--- src/rtl/tx_pkg.sv ---
// ============================================================================
// Module : tx_pkg
// Brief  : Shared item/frame types and widths for the serial link transmitter.
// Rev    : 1.0 - initial release
// ============================================================================
`timescale 1ns/1ps
`default_nettype none

`ifndef SIZE
`define SIZE 8
`endif

package tx_pkg;

    localparam int ITEM_W  = `SIZE;
    localparam int FRAME_W = `SIZE + 2;
    localparam int CNT_W   = $clog2(`SIZE + 2);

    typedef logic [ITEM_W-1:0]  item_t;
    typedef logic [FRAME_W-1:0] frame_t;

    // Frame leaves LSB first: head 1, data LSB first, trailing 0.
    function automatic frame_t build_frame(input item_t item);
        return {1'b0, item, 1'b1};
    endfunction

endpackage

`default_nettype wire

--- src/rtl/tx_fifo.sv ---
// ============================================================================
// Module : tx_fifo
// Brief  : DEPTH x item first-word-fallthrough FIFO, sync active-low reset.
// Rev    : 1.0 - initial release
// ============================================================================
`timescale 1ns/1ps
`default_nettype none

module tx_fifo
    import tx_pkg::*;
#(
    parameter int DEPTH = 2
) (
    input  logic  clk,
    input  logic  reset,
    input  logic  wr_en,
    input  item_t din,
    input  logic  rd_en,
    output item_t dout,
    output logic  full,
    output logic  empty
);

    localparam int AW = $clog2(DEPTH);

    // Pointers carry one extra wrap bit to tell full from empty.
    logic [AW:0] r_wr_ptr;
    logic [AW:0] r_rd_ptr;
    item_t       r_mem [DEPTH];
    logic        w_wr;
    logic        w_rd;

    assign w_wr = wr_en & ~full;
    assign w_rd = rd_en & ~empty;

    always_ff @(posedge clk) begin
        if (!reset) begin
            r_wr_ptr <= '0;
            r_rd_ptr <= '0;
        end else begin
            if (w_wr) r_wr_ptr <= r_wr_ptr + 1'b1;
            if (w_rd) r_rd_ptr <= r_rd_ptr + 1'b1;
        end
    end

    always_ff @(posedge clk) begin
        if (w_wr) r_mem[r_wr_ptr[AW-1:0]] <= din;
    end

    assign dout  = r_mem[r_rd_ptr[AW-1:0]];
    assign empty = (r_wr_ptr == r_rd_ptr);
    assign full  = (r_wr_ptr[AW] != r_rd_ptr[AW]) &&
                   (r_wr_ptr[AW-1:0] == r_rd_ptr[AW-1:0]);

endmodule

`default_nettype wire

--- src/rtl/tx.sv ---
// ============================================================================
// Module : tx
// Brief  : Parallel-to-serial flit transmitter feeding the downstream rx link.
// Rev    : 1.0 - initial release
// ============================================================================
`timescale 1ns/1ps
`default_nettype none

module tx
    import tx_pkg::*;
#(
    parameter int DEPTH = 2
) (
    input  logic  clk,
    input  logic  reset,
    input  logic  valid_in,
    output logic  ready,
    input  item_t parallel_in,
    input  logic  channel_busy,
    output logic  serial_out,
    output logic  tx_active
);

    localparam logic [1:0] ST_IDLE = 2'd0;
    localparam logic [1:0] ST_SEND = 2'd1;
    localparam logic [1:0] ST_WAIT = 2'd2;

    localparam logic [CNT_W-1:0] LAST_CNT = CNT_W'(ITEM_W + 1);

    logic [1:0]       r_state;
    logic [CNT_W-1:0] r_cnt;
    frame_t           r_sh;
    logic             w_full;
    logic             w_empty;
    logic             w_push;
    logic             w_pop;
    item_t            w_head;

    assign ready  = reset & ~w_full;
    assign w_push = valid_in & ready;
    assign w_pop  = (r_state == ST_IDLE) & ~w_empty & ~channel_busy;

    tx_fifo #(
        .DEPTH (DEPTH)
    ) u_fifo (
        .clk   (clk),
        .reset (reset),
        .wr_en (w_push),
        .din   (parallel_in),
        .rd_en (w_pop),
        .dout  (w_head),
        .full  (w_full),
        .empty (w_empty)
    );

    always_ff @(posedge clk) begin
        if (!reset) begin
            r_state <= ST_IDLE;
            r_cnt   <= '0;
            r_sh    <= '0;
        end else begin
            case (r_state)
                ST_IDLE: begin
                    if (w_pop) begin
                        r_sh    <= build_frame(w_head);
                        r_cnt   <= '0;
                        r_state <= ST_SEND;
                    end
                end
                ST_SEND: begin
                    // Counter holds at its last value so it never wraps.
                    r_sh <= r_sh >> 1;
                    if (r_cnt == LAST_CNT) begin
                        r_state <= ST_WAIT;
                    end else begin
                        r_cnt <= r_cnt + 1'b1;
                    end
                end
                ST_WAIT: begin
                    if (!channel_busy) r_state <= ST_IDLE;
                end
                default: r_state <= ST_IDLE;
            endcase
        end
    end

    assign serial_out = r_sh[0];
    assign tx_active  = (r_state == ST_SEND) | (r_state == ST_WAIT);

endmodule

`default_nettype wire

--- config.mk ---
export PLATFORM = sky130hd
export DESIGN_NAME = tx
export DESIGN_NICKNAME = d
export VERILOG_FILES = /design/src/rtl/tx_pkg.sv /design/src/rtl/tx_fifo.sv /design/src/rtl/tx.sv
export SDC_FILE = /design/constraint.sdc
export NUM_CORES = 1
export LEC_CHECK = 0
export ABC_AREA = 0
export CORE_UTILIZATION = 45
export DETAILED_ROUTE_END_ITERATION = 8
export HOLD_SLACK_MARGIN = 0.15
export SYNTH_ARGS = -nofsm -noshare
export SYNTH_HDL_FRONTEND = slang
export SYNTH_HIERARCHICAL = 1
export SYNTH_SLANG_ARGS = --single-unit
export TNS_END_PERCENT = 5
--- constraint.sdc ---
create_clock -name clk -period 2.5 [get_ports clk]
set_input_delay 0.375 -clock clk [delete_from_list [all_inputs] [get_ports clk]]
set_output_delay 0.375 -clock clk [all_outputs]
set_load 0.01 [all_outputs]
==> impl_metrics.toml, run 1 <==
[timing]
hold_violations = 0
report.final.slew_viol_count = 0
rsz0062_at_grt = "no"
worstMarginPinSlew_ns = 0.684
setup_viol = 0
finalCritPeriodShare = 0.856
fin_skew_ns = 0.00447
fmaxAchievable_mhz = 467
max_slew_margin = 0.543
finalWorstPathRequiredPeriod_ns = 2.14
tns_ns = 0

[placed_design]
dp_hpwl_mm = 2.19
gp_congestion = 0.774
io_buffer_count = 14
dp.cells = 210
dpl_cell_area_sq_um = 1890

[worst_setup_path]
slowest_delay_ns = 0.55
critical_path_class = "register to output port"
crit_path_frequent_cell = "nor2_1"
path_cells = "xor2_1 > nor2_1 > nor2_1 > clkdlybuf4s50_1"
r2r_setup_slack_ns = 0.56
cp_max_fo = 7
reg2reg_to = "u_fifo/r_rd_ptr[1]$_SDFFE_PN0P_"
slowest_stage = "clkdlybuf4s50_1"
worst_setup_path_end_kind = "output port"
required_ns = 2.12
r2r-start = "u_fifo/r_wr_ptr[0]$_SDFFE_PN0N_"
cp_data_arrival_time_ns = 1.77
startpoint_type = "register"
r2r_cells = 6

[cells_and_area]
final_nets = 189
fillers = 323
final_util = 0.570
drive_gt1_frac = 0.134
fin_area_sq_um = 1980
final_cells = 218
final_common_cell = "dfxtp_1"
layout_common_cells = "20 x dfxtp_1, 16 x edfxtp_1, 14 x clkdlybuf4s50_1"
regArea_sq_um = 881
syn2layout_area_growth_pct = 17.1
antennaDiodeCount = 0
multi_input_area_sq_um = 748

[clock_network]
htree_levels = 2
clkSinkCount = 36
clockBufferDepth = 2
cts_buffers = 5
insertion_delay_ns = 0.28
cts_tree = "done"
post_cts_resized = 0
postCtsSetupBuffers = 0
cts-root-buf = "clkbuf_8"
clk_pin_slew_ns = 0.07
ctsHoldBuffers = 0

[min_path]
hp-start = "r_sh[8]$_SDFFE_PN0P_"
hold_path_end = "r_sh[8]$_SDFFE_PN0P_"
hold_class = "register to register"
hold_depth = 2

[global_routing]
grt-ovfl-total = 0
grt_pass1_wl_mm = 5.29
grt_use_total = 0.176
grt_pass1_vias = 1109
antenna_found_initial = 0
grt_start_max_net_pins = 15

[synthesis]
async_flop_share = 0
synth-seq-area-share = 0.521
synth_edf_count = 16
yosys-top-cells-area = "edfxtp_1 28%, dfxtp_1 24%, mux2i_1 5.9%"
ys_ff_latch = 36
synth.distinct_cells = 42
synth_fp_nets = 170
yosysTopAreaCellShare = 0.284
synth_top_flop_cell = "dfxtp_1"
synthCells = 152
yosysWarnings = 6
syn_area_sq_um = 1690
synth.avg_cell_area_sq_um = 11.1
synth_top_cell_by_area = "edfxtp_1"

[floorplan]
core_area_sq_um = 3470
fp.dieW_um = 63.3
start_util = 0.487
io_pins = 15
die_h_um = 63.3
rows = 21
dieArea_sq_um = 4000

[power]
peakVddDrop_v = 0.000394
power_density_nw_per_um2 = 901
power.total_mw = 1.78
cellLeakagePower_nw = 0.704

[drt]
post_drt_via_cell_ratio = 5.50
drc = 0
drt_pass1_iterations = 4
ant_nets = 0
wl_per_cell_um = 14.3
totalWireLength_mm = 3.12
num_vias = 1198
drt_first_iter_violations = 86

[job]
cap_violations = 0

[run_status]
status = "finished clean"
## critical path: cells and delay by family (launching register included)
| kind | cells | cell delay (ns) |
|---|---|---|
| xor+xnor | 1 | 0.24 |
| flops | 1 | 0.47 |
| buf+inv | 1 | 0.55 |
| simple gates | 2 | 0.21 |
## Yosys cell counts, drive strengths merged (2+ instances only)
| library cell | number |
|---|---|
| dfxtp | 20 |
| edfxtp | 16 |
| a21oi | 10 |
| mux2i | 10 |
| nand2 | 9 |
| a211oi | 8 |
| mux2 | 8 |
| nor2 | 8 |
| inv | 7 |
| ha | 6 |
| o21ai | 5 |
| a31oi | 4 |
| clkbuf | 4 |
| a311oi | 3 |
| buf | 3 |
| nor2b | 3 |
| a21boi | 2 |
| and3b | 2 |
| nand4 | 2 |
| nor3 | 2 |
| o21a | 2 |
| xor2 | 2 |
## metrics by stage
step / hold WS, ns / worst slack [ns]
after floorplan: 0.444 / 0.483
after global placement: 0.461 / 0.548
after detailed placement: 0.465 / 0.486
after CTS: 0.477 / 0.366
after global routing: 0.510 / 0.262
final: 0.473 / 0.359
## cells by family after synthesis
| family | after synthesis | share of synthesized area |
|---|---|---|
| AND/OR/NAND/NOR | 37 | 0.119 |
| AO/OA/AOI/OAI | 38 | 0.147 |
| XOR/XNOR | 3 | 0.0200 |
| multiplexers | 18 | 0.113 |
| adder cells (fa/ha/maj) | 6 | 0.0444 |
| flip-flops | 36 | 0.521 |
| buffers and inverters | 14 | 0.0356 |
## layout make-up
cell class,count,area share
Sequential cell,36,0.445
Multi-Input combinational cell,102,0.378
Timing Repair Buffer,19,0.0898
Clock buffer,5,0.0348
Tap cell,46,0.0291
Inverter,7,0.0133
Clock inverter,3,0.00949
## how the worst max path moves through the flow
stage | start | endpoint | slack, ns | cells after the start
after CTS | u_fifo/r_wr_ptr[0]$_SDFFE_PN0N_ | ready | 0.37 | 4
after detailed placement | reset | u_fifo/r_mem[1][1]$_DFFE_PP_ | 0.49 | 7
after floorplan | u_fifo/r_rd_ptr[0]$_SDFFE_PN0P_ | u_fifo/r_mem[1][0]$_DFFE_PP_ | 0.48 | 7
after global placement | reset | u_fifo/r_mem[0][1]$_DFFE_PP_ | 0.55 | 5
final | u_fifo/r_wr_ptr[0]$_SDFFE_PN0N_ | ready | 0.36 | 4
after global routing | u_fifo/r_rd_ptr[0]$_SDFFE_PN0P_ | ready | 0.26 | 4
## metal layers
layer,share of wire,global-route usage
met5,0,0
met1,0.50,0.226
met2,0.45,0.265
met4,0.015,0.0795
met3,0.028,0.0616
## flip-flops by register name, indices dropped and copies added (netlist names), named ones only
signal           flops
u_fifo/r_mem        16
r_sh                 9
r_cnt                4
r_state              2
u_fifo/r_rd_ptr      2
u_fifo/r_wr_ptr      2
## power by group
| part | internal [mW] | switching (mW) | total (mW) | leakage, nW |
|---|---|---|---|---|
| sequential | 0.711 | 0.0664 | 0.777 | 0.310 |
| clock | 0.194 | 0.205 | 0.398 | 0.0479 |
| combinational | 0.270 | 0.337 | 0.606 | 0.346 |
| total | 1.17 | 0.608 | 1.78 | 0.704 |
No activity file was read; power rests on OpenSTA's default activity.
==> run 2, diff against run 1 <==
Settings changed: CAP_MARGIN set to 15, CTS_CLUSTER_SIZE set to 8.
==> results of run 2 <==
No change in the layout: final DEF, timing and power equal those of run 1.
==> run 3, diff against run 2 <==
Clock period 2.5 ns to 2.2 ns, I/O delays scaled along.
==> impl_metrics.toml, run 3 (synthesis gave the netlist of run 1 again) <==
[timing]
finalWorstPathRequiredPeriod_ns = 2.04
max_slew_margin = 0.739
fmaxAchievable_mhz = 491
whs_ns = 0.477
fin_skew_ns = 0.00269
report.final.slew_viol_count = 0
worstMarginPinSlew_ns = 0.392
finalCritPeriodShare = 0.927
setup_viol = 0
rsz0062_at_grt = "no"
timing.final.ws_setup_ns = 0.162
tns_ns = 0
hold_violations = 0

[floorplan]
die_h_um = 63.3
rows = 21
start_util = 0.487
io_pins = 15
fp.dieW_um = 63.3
core_area_sq_um = 3470
dieArea_sq_um = 4000

[cells_and_area]
syn2layout_area_growth_pct = 18.4
final_common_cell = "dfxtp_1"
final_nets = 192
fin_area_sq_um = 2000
regArea_sq_um = 881
layout_common_cells = "20 x dfxtp_1, 16 x edfxtp_1, 14 x clkdlybuf4s50_1"
drive_gt1_frac = 0.149
largest_reg_flops = 16
fillers = 315
multi_input_area_sq_um = 748
antennaDiodeCount = 0

[drt]
drt_first_iter_violations = 66
ant_nets = 0
wl_per_cell_um = 13.4
post_drt_via_cell_ratio = 5.44
totalWireLength_mm = 2.96
num_vias = 1203
drt_pass1_iterations = 4
drc = 0

[worst_setup_path]
cp_data_arrival_time_ns = 1.71
cp_max_fo = 7
slowest_delay_ns = 0.56
worst_setup_path_end_kind = "output port"
path_cells = "xor2_1 > nor2_1 > nor2_1 > clkdlybuf4s50_1"
critical_path_class = "register to output port"
crit_path_frequent_cell = "nor2_1"
slowest_stage = "clkdlybuf4s50_1"
startpoint_type = "register"
required_ns = 1.87

[run_status]
status = "finished clean"

[clock_network]
cts-root-buf = "clkbuf_8"
postCtsSetupBuffers = 0
insertion_delay_ns = 0.28
cts_buffers = 5
clk_pin_slew_ns = 0.07
clockBufferDepth = 2
post_cts_resized = 0
htree_levels = 2
cts_tree = "done"
ctsHoldBuffers = 0
clkSinkCount = 36

[placed_design]
gp_congestion = 0.756
io_buffer_count = 14
dp_hpwl_mm = 2.15
dpl_cell_area_sq_um = 1910
place_ws_ns = 0.252

[power]
power_density_nw_per_um2 = 1030
cellLeakagePower_nw = 0.720
power.total_mw = 2.05
peakVddDrop_v = 0.000498

[global_routing]
grt_pass1_vias = 1209
grt_pass1_wl_mm = 5.20
antenna_found_initial = 0
grt_use_total = 0.166
grt-ovfl-total = 0
grt_start_max_net_pins = 15

[min_path]
hold_class = "register to register"

[job]
cap_violations = 0
## run 3: cell types whose count changed in the layout (fill, tap and decap cells not counted), sizes merged
cell  change
buf       +3
## run 3: area by class of cell
class                           count  area share
Multi-Input combinational cell    102       0.374
Clock inverter                      3     0.00938
Tap cell                           46      0.0288
Timing Repair Buffer               22       0.100
Clock buffer                        5      0.0344
Inverter                            7      0.0131
Sequential cell                    36       0.440
## run 3: worst paths after layout
path | startpoint | endpoint | slack, ns | cells past startpoint
hold / removal | r_sh[8]$_SDFFE_PN0P_ | r_sh[8]$_SDFFE_PN0P_ | 0.48 | 2
hold reg to reg | r_sh[8]$_SDFFE_PN0P_ | r_sh[8]$_SDFFE_PN0P_ | 0.48 | 2
setup / recovery | u_fifo/r_rd_ptr[0]$_SDFFE_PN0P_ | ready | 0.16 | 4
setup reg to reg | u_fifo/r_rd_ptr[0]$_SDFFE_PN0P_ | u_fifo/r_mem[0][1]$_DFFE_PP_ | 0.37 | 5
## run 3: stage by stage
stage / std cells / utilization
2_1_floorplan: 152 / -
3_3_place_gp: 213 / 0.552
3_5_place_dp: 213 / 0.552
4_1_cts: 221 / 0.577
5_1_grt: 221 / 0.577
6_report: 221 / 0.577
## run 3: per-layer routing
layer	part of all wire	routed length, um	vias to the layer above	global-route usage
li1	-	-	608	-
met1	0.48	1420	573	0.202
met2	0.48	1430	20	0.282
met3	0.033	98	2	0.0598
met4	0.0037	11	0	0.0341
met5	0	0	-	0
## run 3: critical path, delay by kind of cell (launching register included)
family / cells / cell delay (ns)
xor gates and xnor gates: 1 / 0.21
buffers and inverters: 1 / 0.56
DFF: 1 / 0.46
and+or+nand+nor: 2 / 0.20
## run 3: report_power, final
| group | internal (mW) | switching, mW | leakage, nW |
|---|---|---|---|
| sequential | 0.808 | 0.0758 | 0.310 |
| combinational | 0.338 | 0.382 | 0.361 |
| clock | 0.220 | 0.227 | 0.0479 |
| total | 1.37 | 0.685 | 0.720 |
